## config.mk

```make
export PLATFORM = sky130hd
export DESIGN_NAME = boot_loader_ctrl
export DESIGN_NICKNAME = d
export VERILOG_FILES = /design/src/rtl/boot_loader_ctrl_pkg.sv /design/src/rtl/boot_loader_ctrl_byte_packer.sv /design/src/rtl/boot_loader_ctrl.sv
export SDC_FILE = /design/constraint.sdc
export NUM_CORES = 1
export LEC_CHECK = 0
export CAP_MARGIN = 20
export CORE_MARGIN = 10
export CORE_UTILIZATION = 40
export CTS_BUF_LIST = sky130_fd_sc_hd__clkbuf_8
export DETAILED_ROUTE_END_ITERATION = 12
export PLACE_DENSITY = 0.59
export SLEW_MARGIN = 10
export SYNTH_ARGS = -nofsm -noshare
export SYNTH_HDL_FRONTEND = slang
export SYNTH_SLANG_ARGS = --single-unit
export TNS_END_PERCENT = 50
```

## constraint.sdc

```tcl
create_clock -name sys_clk -period 6.7 [get_ports sys_clk]
set_clock_uncertainty 0.15 [all_clocks]
set_input_delay 1.34 -clock sys_clk [delete_from_list [all_inputs] [get_ports sys_clk]]
set_output_delay 1.34 -clock sys_clk [all_outputs]
set_load 0.01 [all_outputs]
```

## src/rtl/boot_loader_ctrl_pkg.sv

```systemverilog
// ----------------------------------------------------------------------------
// boot_loader_ctrl_pkg
// Shared definitions for the framed boot loader:
//   - state_t : loader FSM states
//   - err_t   : error codes reported on err_o
//   - default frame start and end marks
//   - is_frame_state() : true while a frame is being received
// ----------------------------------------------------------------------------
package boot_loader_ctrl_pkg;

    typedef enum logic [2:0] {
        ST_IDLE,
        ST_LEN_LO,
        ST_LEN_HI,
        ST_DATA,
        ST_END,
        ST_RUN,
        ST_ERROR
    } state_t;

    typedef enum logic [1:0] {
        ERR_NONE    = 2'd0,
        ERR_LEN     = 2'd1,
        ERR_END     = 2'd2,
        ERR_TIMEOUT = 2'd3
    } err_t;

    localparam logic [7:0] DEFAULT_START_MARK = 8'hA5;
    localparam logic [7:0] DEFAULT_END_MARK   = 8'h5A;

    // States in which a frame is in progress: busy, and the idle timer runs.
    function automatic logic is_frame_state(input state_t s);
        return (s == ST_LEN_LO) || (s == ST_LEN_HI) || (s == ST_DATA) || (s == ST_END);
    endfunction

endpackage

```

## src/rtl/boot_loader_ctrl_byte_packer.sv

```systemverilog
// ----------------------------------------------------------------------------
// boot_loader_ctrl_byte_packer
// Packs accepted bytes little-endian into 32-bit words (first byte at [7:0]).
// Ports:
//   sys_clk, sys_reset_n : clock, synchronous active-low reset
//   data                 : byte to pack
//   accept               : data is taken this cycle
//   clear                : restart at lane 0 (takes priority over accept)
//   word                 : last completed word (held until the next one)
//   word_valid           : one-cycle pulse, the cycle after lane 3 is taken
//   last_lane            : the next accepted byte completes a word
// ----------------------------------------------------------------------------
module boot_loader_ctrl_byte_packer (
    input  logic        sys_clk,
    input  logic        sys_reset_n,
    input  logic [7:0]  data,
    input  logic        accept,
    input  logic        clear,
    output logic [31:0] word,
    output logic        word_valid,
    output logic        last_lane
);

    logic [1:0]  lane_q;
    logic [23:0] low_q;    // lanes 0..2 of the word being assembled

    assign last_lane = (lane_q == 2'd3);

    // NOTE: sequential state is always written with <= so every register
    // samples the pre-edge values, independent of block ordering.
    always_ff @(posedge sys_clk) begin
        if (!sys_reset_n) begin
            lane_q     <= 2'd0;
            word       <= 32'd0;
            word_valid <= 1'b0;
        end else begin
            word_valid <= accept && !clear && last_lane;
            if (clear) begin
                lane_q <= 2'd0;
            end else if (accept) begin
                lane_q <= lane_q + 2'd1;
                if (last_lane) begin
                    word <= {data, low_q};
                end
            end
        end
    end

    // NOTE: pure datapath register with no reset: lanes 0..2 are always
    // rewritten before a word is completed, so their power-up value never leaks.
    always_ff @(posedge sys_clk) begin
        if (accept && !clear) begin
            low_q <= {data, low_q[23:8]};
        end
    end

endmodule

```

## src/rtl/boot_loader_ctrl.sv

```systemverilog
// ----------------------------------------------------------------------------
// boot_loader_ctrl
// Framed byte-stream loader: START_MARK, 16-bit word count (LSB first),
// payload words (4 bytes each, little-endian), END_MARK. Each word is written
// to instruction memory with a single-cycle strobe; the CPU run enable is
// raised only after a valid end mark.
// Ports:
//   sys_clk, sys_reset_n : clock, synchronous active-low reset
//   byte_i, byte_valid_i : incoming byte stream
//   byte_ready_o         : loader takes a byte this cycle (combinational)
//   clear_i              : RUN/ERROR -> IDLE
//   imem_we_o, imem_addr_o, imem_wdata_o : instruction memory write port
//   cpu_start_o          : pipeline run enable
//   busy_o               : frame in progress
//   err_o                : 0 none, 1 length, 2 end mark, 3 timeout
//   word_cnt_o           : words written in the current or last frame
// ----------------------------------------------------------------------------
module boot_loader_ctrl
    import boot_loader_ctrl_pkg::*;
#(
    parameter int         IMEM_DEPTH = 256,
    parameter int         ADDR_W     = 8,
    parameter logic [7:0] START_MARK = DEFAULT_START_MARK,
    parameter logic [7:0] END_MARK   = DEFAULT_END_MARK,
    parameter int         TIMEOUT    = 1024
) (
    input  logic              sys_clk,
    input  logic              sys_reset_n,
    input  logic [7:0]        byte_i,
    input  logic              byte_valid_i,
    output logic              byte_ready_o,
    input  logic              clear_i,
    output logic              imem_we_o,
    output logic [ADDR_W-1:0] imem_addr_o,
    output logic [31:0]       imem_wdata_o,
    output logic              cpu_start_o,
    output logic              busy_o,
    output logic [1:0]        err_o,
    output logic [15:0]       word_cnt_o
);

    localparam int          IDLE_W  = $clog2(TIMEOUT + 1);
    localparam logic [15:0] MAX_LEN = 16'(IMEM_DEPTH);

    state_t            state_q, state_d;
    err_t              err_q, err_d;
    logic [7:0]        len_lo_q;
    logic [15:0]       len_q;
    logic [15:0]       word_cnt_q;    // also the write index of the next word
    logic [IDLE_W-1:0] idle_q;

    logic        accepted;
    logic        in_frame;
    logic        timeout_hit;
    logic        start_seen;
    logic [15:0] len_rx;
    logic        pk_accept;
    logic        pk_clear;
    logic        pk_last_lane;
    logic        word_done;

    assign byte_ready_o = (state_q != ST_RUN) && (state_q != ST_ERROR);
    assign accepted     = byte_valid_i && byte_ready_o;
    assign in_frame     = is_frame_state(state_q);
    assign start_seen   = (state_q == ST_IDLE) && accepted && (byte_i == START_MARK);
    assign len_rx       = {byte_i, len_lo_q};
    assign pk_accept    = accepted && (state_q == ST_DATA);
    assign pk_clear     = accepted && (state_q == ST_LEN_HI);
    assign word_done    = pk_accept && pk_last_lane;

    // Fires on the TIMEOUT-th consecutive idle cycle; a byte accepted in that
    // same cycle wins.
    assign timeout_hit  = in_frame && !accepted && (idle_q == IDLE_W'(TIMEOUT - 1));

    boot_loader_ctrl_byte_packer u_packer (
        .sys_clk     (sys_clk),
        .sys_reset_n (sys_reset_n),
        .data        (byte_i),
        .accept      (pk_accept),
        .clear       (pk_clear),
        .word        (imem_wdata_o),
        .word_valid  (imem_we_o),
        .last_lane   (pk_last_lane)
    );

    always_ff @(posedge sys_clk) begin
        if (!sys_reset_n) begin
            state_q <= ST_IDLE;
            err_q   <= ERR_NONE;
        end else begin
            state_q <= state_d;
            err_q   <= err_d;
        end
    end

    // NOTE: every variable is given a default before the case, so no path
    // leaves it unassigned and no latch is inferred.
    always_comb begin
        state_d = state_q;
        err_d   = err_q;
        if (timeout_hit) begin
            state_d = ST_ERROR;
            err_d   = ERR_TIMEOUT;
        end else begin
            unique case (state_q)
                ST_IDLE: begin
                    if (start_seen) state_d = ST_LEN_LO;
                end
                ST_LEN_LO: begin
                    if (accepted) state_d = ST_LEN_HI;
                end
                ST_LEN_HI: begin
                    if (accepted) begin
                        if ((len_rx == 16'd0) || (len_rx > MAX_LEN)) begin
                            state_d = ST_ERROR;
                            err_d   = ERR_LEN;
                        end else begin
                            state_d = ST_DATA;
                        end
                    end
                end
                ST_DATA: begin
                    if (word_done && (word_cnt_q + 16'd1 == len_q)) state_d = ST_END;
                end
                ST_END: begin
                    if (accepted) begin
                        if (byte_i == END_MARK) begin
                            state_d = ST_RUN;
                        end else begin
                            state_d = ST_ERROR;
                            err_d   = ERR_END;
                        end
                    end
                end
                ST_RUN, ST_ERROR: begin
                    if (clear_i) begin
                        state_d = ST_IDLE;
                        err_d   = ERR_NONE;
                    end
                end
                default: begin
                    state_d = ST_IDLE;
                    err_d   = ERR_NONE;
                end
            endcase
        end
    end

    always_ff @(posedge sys_clk) begin
        if (!sys_reset_n) begin
            len_lo_q    <= 8'd0;
            len_q       <= 16'd0;
            word_cnt_q  <= 16'd0;
            idle_q      <= '0;
            imem_addr_o <= '0;
            cpu_start_o <= 1'b0;
            busy_o      <= 1'b0;
        end else begin
            busy_o      <= is_frame_state(state_d);
            cpu_start_o <= (state_d == ST_RUN);

            if (accepted || !in_frame) begin
                idle_q <= '0;
            end else if (idle_q != IDLE_W'(TIMEOUT)) begin
                idle_q <= idle_q + 1'b1;
            end

            if (start_seen) begin
                word_cnt_q <= 16'd0;
            end
            if ((state_q == ST_LEN_LO) && accepted) begin
                len_lo_q <= byte_i;
            end
            if (pk_clear) begin
                len_q      <= len_rx;
                word_cnt_q <= 16'd0;
            end
            // Address is captured now; the packer presents data and strobe
            // in the following cycle, together with this address.
            if (word_done) begin
                imem_addr_o <= word_cnt_q[ADDR_W-1:0];
                word_cnt_q  <= word_cnt_q + 16'd1;
            end
        end
    end

    assign err_o      = err_q;
    assign word_cnt_o = word_cnt_q;

endmodule

```

Yosys cells after proc, flatten, opt, wreduce, memory -nomap -nowiden
Index checks and enable logic that the tools add are counted.

cells by class
  muxes and demuxes = 20
  add/subtract/negate cells = 3
  order comparisons = 1
  bitwise gates (word level) = 2
  reductions and logical operators = 33
  eq/ne operators = 25

operators with widths
  operator               number
  $mux 16                3
  $mux 3                 8
  $ne 3x3->1 const B     6
  $pmux 3 s6             1
  $add 16x1->16 const B  1
  $eq 16x16->1           1
  $gt 16x9->1 const B    1
  $logic_not 16->1       1
  $eq 3x3->1 const B     5
  $mux 2                 7
  $logic_and 1x1->1      13
  $eq 3x2->1 const B     4
  $add 11x1->11 const B  1
  $eq 11x10->1 const B   1
  $ne 11x11->1 const B   1
  $eq 8x7->1 const B     1
  $eq 8x8->1 const B     1
  $logic_or 1x1->1       8
  $pmux 2 s4             1
  $eq 3x1->1 const B     2
  $reduce_and 6->1       1
  $reduce_or 2->1        3
  $logic_not 1->1        3
  $logic_not 3->1        1
  8 further kinds        9

storage, ports and cells
  bits in registers = 125
  input bits = 12
  output and inout port bits = 62

Depth between registers and ports, before layout
Gate-level depths: netlist of the first run.

  depth in word-level cells = 13
  depth in mapped cells = 9
  mapped depth without buffers = 7

By module
Synthesis of the first run repeated with hierarchy kept, for this count alone.

second synthesis, totals
  cell total of the unflattened synthesis = 624
  area total of the unflattened synthesis = 5719.2 µm²

by module, submodules not included
  module                        cells each  times used  area an instance (µm²)
  boot_loader_ctrl              449         1           3567.2
  boot_loader_ctrl_byte_packer  175         1           2152.1

Least setup slack after synthesis of the first run
No wires, ideal clock.

  kind = input port to flip-flop
  start = input port byte_valid_i
  end = register state_q[1]
  stages on the path = 7
  required time = 6.434 ns
  arrival = 3.249 ns
  slack = 3.185 ns
  library setup time = 0.116 ns
  path buffers = 1
  cell sequence = and4b_1 buf_2 nand2_1 nor4b_1 nand4_1 or4_4 a31o_1

between the ends
  longest elaborated chain between the ends = 7

ends and longest elaborated chain
  item                    line                     source
  start: declaration      boot_loader_ctrl.sv:30   input logic byte_valid_i,
  $logic_and 1x1->1 (*)   boot_loader_ctrl.sv:63   assign accepted = byte_valid_i && byte_ready_o;
  $logic_and 1x1->1       boot_loader_ctrl.sv:67   assign pk_accept = accepted && (state_q == ST_DATA);
  $logic_and 1x1->1       boot_loader_ctrl.sv:69   assign word_done = pk_accept && pk_last_lane;
  $logic_and 1x1->1       boot_loader_ctrl.sv:123  if (word_done && (word_cnt_q + 16'd1 == len_q)) state_d = ST_END;
  $mux 3                  boot_loader_ctrl.sv:123
  $pmux 3 s6              boot_loader_ctrl.sv:105  unique case (state_q)
  $mux 3 (*)              boot_loader_ctrl.sv:101  if (timeout_hit) begin
  end signal: assignment  boot_loader_ctrl.sv:91   state_q <= state_d;
  end: declaration        boot_loader_ctrl.sv:45   state_t state_q, state_d;

Mark *: on every way between the ends. The rest lies on a longest branch, timed or not.
A chain may end at the register's enable or synchronous reset.

Worst setup path in the final report of the first run
  start = input port byte_valid_i
  end = register word_cnt_q[13], in the netlist word_cnt_o[13]

between the ends
  longest elaborated chain between the ends = 4

ends and longest elaborated chain
  item                                                 line                                                                    source
  $logic_and 1x1->1 (*)                                boot_loader_ctrl.sv:63
  $logic_and 1x1->1 (on tied branches)                 boot_loader_ctrl.sv:68, boot_loader_ctrl.sv:65, boot_loader_ctrl.sv:67
  $mux 16, or another cell as far along                boot_loader_ctrl.sv:174                                                 if (pk_clear) begin
  $mux 16 / $reduce_bool 3->1 (equally long branches)  n/a
  end signal: assignment                               boot_loader_ctrl.sv:182                                                 word_cnt_q <= word_cnt_q + 16'd1;
  end: declaration                                     boot_loader_ctrl.sv:49                                                  logic [15:0] word_cnt_q;

Marked as above.

==> run_results.csv, run 1 <==
group,metric,value,unit
outcome,status,"finished clean",
floorplanning,fp.dieH,136,um
logic_synthesis,yosysWarningCount,0,
worst_hold_path,hp-class,"flop to flop",
cts,postCtsHoldBufs,0,
floorplanning,die_w,136,um
layout,final_cell_area,6530,um^2
layout,insertedDiodeCount,0,
logic_synthesis,synth_top_family_by_area,"simple AND/OR/NAND/NOR gates",
logic_synthesis,netlist_area,5350,um^2
cts,cts_tree,"done",
sta,max-slew-margin-rel,36.6,%
power_and_ir_drop,power.density,214,nW/um^2
worst_hold_path,whs_path_depth,0,
sta,fmax,265,MHz
logic_synthesis,yosys.area_share.simple,23.6,%
logic_synthesis,ys_ff_latch,125,
logic_synthesis,synth_fa_ha_area_share,0.935,%
job,max-cap-violations,0,
worst_setup_path,crit_path_end_kind,"flop",
layout,syn_to_final_growth,22.0,%
sta,hold_violations,0,
sta,finalCriticalPeriod,3.77,ns
logic_synthesis,synth_flop_cell,"dfxtp_1",
worst_setup_path,critPathMaxFanout,42,
logic_synthesis,synth_cell_types,60,
worst_setup_path,cp.arrival,3.92,ns
cts,cts-root-buf,"clkbuf_8",
logic_synthesis,synthTopCellsByArea,"dfxtp_1 38%, edfxtp_1 13%, nand2_1 11%, a21oi_1 7.3%, xnor2_1 3.6%",
worst_hold_path,hold_path_startpoint,"u_packer.low_q[19]",
logic_synthesis,yosysMostFrequentCell,"nand2_1",
grt,grt_first_pass_wirelength,22.1,mm
route,num_vias,4547,
floorplanning,num_rows,42,
cts,post_cts_buffers,0,
layout,drive_above_1_share,5.53,%
logic_synthesis,netlist_instances,618,
logic_synthesis,async_flop_share,0,%
floorplanning,io_pins,74,
logic_synthesis,yosys.area.top_type,"dfxtp_1",
layout,nFillCells,1315,
cts,clockBufferDepth,2,
worst_setup_path,crit_required,6.85,ns
power_and_ir_drop,ir_worst_vdd,0.0954,mV
cts,cts-htree-levels,4,
worst_setup_path,cp_slowest_cell,"clkdlybuf4s50_1",
cts,cts.sinks,125,
cts,cts.clk_slew.worst_paths,0.07,ns
worst_setup_path,path_class,"input port to flop",
worst_setup_path,worstRegToRegCells,7,
grt,grtUsageTotal,15.0,%
logic_synthesis,ys_seq_area_share,51.2,%
logic_synthesis,syn_nets,634,
route,routed_wl,13.6,mm
route,ant_nets,0,
floorplanning,die_area,18400,um^2
layout,finalNetCount,690,
worst_setup_path,crit_chain,"clkdlybuf4s50_1 > and4b_1 > buf_4 > and2_1 > buf_4 > a21oi_1 > and3_1 > o21ai_0 > o21ai_0",
logic_synthesis,post_synth.cell_area_avg,8.66,um^2
sta,layout_worst_path_cycle_share,56.3,%
sta,finalSetupViolations,0,
place,place_hpwl,9.49,mm
cts,insertion_delay,0.44,ns
route,drt_iter0_markers,325,
logic_synthesis,synth_common_cells,"154 x nand2_1, 101 x dfxtp_1, 78 x a21oi_1",
sta,worst_pin_slew,0.948,ns
worst_setup_path,rr_endpoint,"state_q[1]",
floorplanning,initial_utilization,40.6,%
grt,grt_pass1_vias,4309,
route,drcViolationCount,0,
worst_setup_path,reg2reg_from,"word_cnt_o[0]",
worst_setup_path,cp-start-kind,"input port",
cts,cts-resized-gates,0,
grt,gr-total-overflow,0,
cts,cts_buffers,17,
grt,antenna_found_initial,0,
place,port_buffers,73,
logic_synthesis,synth.top_cell.area_share,37.8,%
sta,tns,0,ns
grt,grt_max_degree,69,
sta,drv_slew,0,
floorplanning,core-area,13200,um^2
worst_hold_path,hold_path_end,"u_packer.low_q[11]",
logic_synthesis,synth-edff-count,24,
layout,final_core_util,49.5,%
route,vias_per_cell,5.27,
worst_setup_path,r2r_setup_slack,3.68,ns
power_and_ir_drop,p_leak,2.18,nW
logic_synthesis,synth.mux.area_fraction,0.584,%
place,place_area,6150,um^2
place,place.gp.congestion,0.840,
worst_setup_path,cpPeakStageDelay,0.58,ns
route,drt_first_pass_iters,4,
logic_synthesis,synthXorXnorAreaFrac,5.23,%
logic_synthesis,synth_compound_area_share,14.4,%
route,wl_per_cell,15.8,um
sta,rsz0062_at_grt,"false",
kinds of logic after synthesis:
kind of cell,count (synthesis)
XOR/XNOR,32
multiplexers,3
adder cells (fa/ha/maj),4
AND/OR/NAND/NOR,268
flip-flops,125
AO/OA/AOI/OAI,137
buffers and inverters,49
area by class of cell:
class	instances	area (um^2)	area share (%)
inverter	9	33.8	0.517
timing repair buffer	77	773	11.8
multi-input combinational	444	2400	36.7
tap	176	220	3.37
sequential	125	2740	42.0
clock inverter	14	116	1.78
clock buffer	18	248	3.79
sequential cells by signal (all words and copies together) (netlist names):
| signal | flops |
|---|---|
| len_q | 16 |
| u_packer.word | 32 |
| len_lo_q | 8 |
| u_packer.lane_q | 2 |
| state_q | 3 |
| err_o | 2 |
| idle_q | 11 |
| cpu_start_o | 1 |
| busy_o | 1 |
| word_cnt_o | 16 |
| u_packer.word_valid | 1 |
| u_packer.low_q | 24 |
| imem_addr_o | 8 |
metal layers:
metal / share of wire [%] / track usage, % / wire [um] / vias to the layer above
met5: 0 / 0 / 0 / -
met4: 2.0 / 6.88 / 271 / 0
met3: 6.9 / 4.97 / 946 / 24
met2: 46 / 22.5 / 6330 / 129
met1: 45 / 19.0 / 6070 / 2151
li1: - / - / - / 2243
where the power goes:
group	switching [mW]	internal [mW]	leakage [nW]	total [mW]
Clock	0.281	0.327	0.195	0.608
Sequential	0.000144	0.764	1.03	0.764
Combinational	0.0190	0.00902	0.954	0.0280
Total	0.300	1.10	2.18	1.40
metrics by stage:
step           hold slack [ns]  power, mW  std cells  setup WS [ns]
2_1_floorplan            0.276      0.792        618           3.19
3_3_place_gp             0.290      0.807        830           2.60
3_5_place_dp             0.287      0.807        830           2.47
4_1_cts                  0.305       1.41        862           2.95
5_1_grt                  0.324       1.45        863           2.73
6_report                 0.302       1.40        863           2.93
worst max-delay path, delay by kind of cell:
family	cells	cell delay [ns]
buf+inv	3	1.30
compound gates	3	0.45
simple gates	3	0.80
worst max path at each step:
stage / from / to / slack (ns) / cells past startpoint
2_1_floorplan: byte_valid_i / state_q[1] / 3.19 / 7
4_1_cts: byte_valid_i / word_cnt_o[13] / 2.95 / 9
3_3_place_gp: byte_valid_i / word_cnt_o[10] / 2.60 / 9
3_5_place_dp: byte_valid_i / word_cnt_o[10] / 2.47 / 9
6_report: byte_valid_i / word_cnt_o[13] / 2.93 / 9
5_1_grt: byte_valid_i / word_cnt_o[2] / 2.73 / 9
cell usage in the layout, fill, tap and decap left out, drive strengths merged, types with 3 or more instances in the layout:
| cell | count |
|---|---|
| nand3b | 3 |
| o21ai | 28 |
| nand2b | 3 |
| o31ai | 4 |
| buf | 4 |
| xnor2 | 22 |
| and3 | 7 |
| nor2 | 34 |
| inv | 14 |
| ha | 4 |
| and2 | 3 |
| clkinvlp | 3 |
| clkinv | 4 |
| nor4 | 5 |
| nand4 | 11 |
| nor3 | 8 |
| clkdlybuf4s50 | 73 |
| or4 | 4 |
| nor2b | 5 |
| nand2 | 155 |
| edfxtp | 24 |
| clkbuf | 18 |
| a21oi | 78 |
| or3 | 3 |
| a31oi | 6 |
| nand3 | 17 |
| xor2 | 10 |
| dfxtp | 101 |
| o41ai | 3 |
Power figures use the tool's default switching activity.
==> run 2: changes to the inputs <==
==> constraint.sdc (replaced) <==
create_clock -name sys_clk -period 3.6 [get_ports sys_clk]
set_clock_uncertainty 0.15 [all_clocks]
set_input_delay 0.72 -clock sys_clk [delete_from_list [all_inputs] [get_ports sys_clk]]
set_output_delay 0.72 -clock sys_clk [all_outputs]
set_load 0.01 [all_outputs]
==> run_results.csv, run 2 (synthesis results as in run 1) <==
group,metric,value,unit
route,vias_per_cell,5.23,
layout,layout_commonest_cell,"nand2_1",
layout,largest_reg_flops,32,
grt,grtUsageTotal,15.1,%
cts,cts.clk_slew.worst_paths,0.08,ns
sta,rsz0062_at_grt,"false",
worst_setup_path,r2r_setup_slack,0.76,ns
place,place.gp.congestion,0.877,
grt,grt_max_degree,47,
layout,drive_above_1_share,7.19,%
route,num_vias,4559,
cts,cts-root-buf,"clkbuf_8",
cts,postCtsHoldBufs,0,
route,ant_nets,0,
cts,post_cts_buffers,0,
worst_setup_path,critPathMaxFanout,9,
floorplanning,io_pins,74,
place,port_buffers,73,
sta,hold_violations,0,
sta,layout_worst_path_cycle_share,78.8,%
sta,max-slew-margin-rel,56.2,%
place,pre_cts_ws,0.344,ns
sta,finalSetupViolations,0,
cts,cts_tree,"done",
cts,cts_buffers,17,
floorplanning,num_rows,42,
worst_setup_path,crit_path_end_kind,"flop",
outcome,status,"finished clean",
route,routed_wl,13.6,mm
grt,gr-total-overflow,0,
grt,grt_first_pass_wirelength,22.5,mm
route,drcViolationCount,0,
layout,final_cell_mix,"154 x nand2_1, 101 x dfxtp_1, 78 x a21oi_1",
layout,regMostFlops,"u_packer.word",
job,max-cap-violations,0,
worst_setup_path,cp-start-kind,"flop",
worst_setup_path,crit_required,3.79,ns
layout,stdcell_count,871,
cts,cts-resized-gates,0,
power_and_ir_drop,p_leak,2.20,nW
sta,drv_slew,0,
sta,tns,0,ns
power_and_ir_drop,ir_worst_vdd,0.216,mV
route,wl_per_cell,15.7,um
power_and_ir_drop,finalPower,2.56,mW
layout,final_cell_area,6570,um^2
sta,setup_ws,0.762,ns
worst_setup_path,path_class,"flop to flop",
route,drt_iter0_markers,286,
sta,worst_pin_slew,0.651,ns
floorplanning,fp.dieH,136,um
cts,cts-htree-levels,4,
sta,finalCriticalPeriod,2.84,ns
floorplanning,core-area,13200,um^2
route,drt_first_pass_iters,5,
layout,finalNetCount,698,
worst_hold_path,hp-class,"flop to flop",
floorplanning,initial_utilization,40.6,%
place,numPlacedInstances,839,
sta,fmax,352,MHz
floorplanning,die_area,18400,um^2
grt,grt_pass1_vias,4465,
worst_setup_path,cp.arrival,3.02,ns
floorplanning,die_w,136,um
layout,syn_to_final_growth,22.8,%
grt,antenna_found_initial,0,
cts,cts.sinks,125,
place,place_area,6230,um^2
power_and_ir_drop,power.density,389,nW/um^2
place,place_hpwl,9.71,mm
cts,clockBufferDepth,2,
cts,insertion_delay,0.45,ns
layout,insertedDiodeCount,0,
layout,top_regs,"u_packer.word x32, u_packer.low_q x24",
==> run 2: through the flow <==
| stage | hold slack, ns | util, % |
|---|---|---|
| after floorplan | 0.276 | - |
| after global placement | 0.289 | 47.2 |
| after detailed placement | 0.291 | 47.2 |
| after CTS | 0.304 | 49.8 |
| after global routing | 0.316 | 49.8 |
| final | 0.304 | 49.8 |
==> run 2: report_power, final <==
group          switching (mW)  internal [mW]  leakage [nW]
combinational          0.0358         0.0189         0.993
clock                   0.555          0.528         0.176
sequential           0.000271           1.42          1.03
total                   0.591           1.97          2.20
==> run 2: path summary, 6_finish.rpt <==
| kind | endpoint | start | cells after the start |
|---|---|---|---|
| worst max-delay path | state_q[1] | word_cnt_o[1] | 7 |
| worst min-delay path | u_packer.word[8] | u_packer.word[8] | 2 |
| worst max register to register | state_q[1] | word_cnt_o[1] | 7 |
| worst min register to register | u_packer.word[8] | u_packer.word[8] | 2 |
==> run 2: final cells by class <==
class	count	area, um^2
Clock inverter	15	110
Timing Repair Buffer	85	833
Sequential cell	125	2740
Inverter	9	33.8
Fill cell	1263	6620
Tap cell	176	220
Clock buffer	17	234
Multi-Input combinational cell	444	2400
==> run 2: critical path: stages (launching register included) <==
cell and delay, ns:
dfxtp_1 0.48, ha_1 0.31, and3_1 0.43, nand4_1 0.14
a311oi_1 0.29, nand4_1 0.14, or4_4 0.57, a31o_1 0.22
==> run 2: layer usage <==
metal,up-vias,track usage (%),routed length (um)
li1,2261,-,-
met1,2141,18.8,6190
met2,133,23.6,6330
met3,24,4.15,848
met4,0,7.42,282
met5,-,0,0
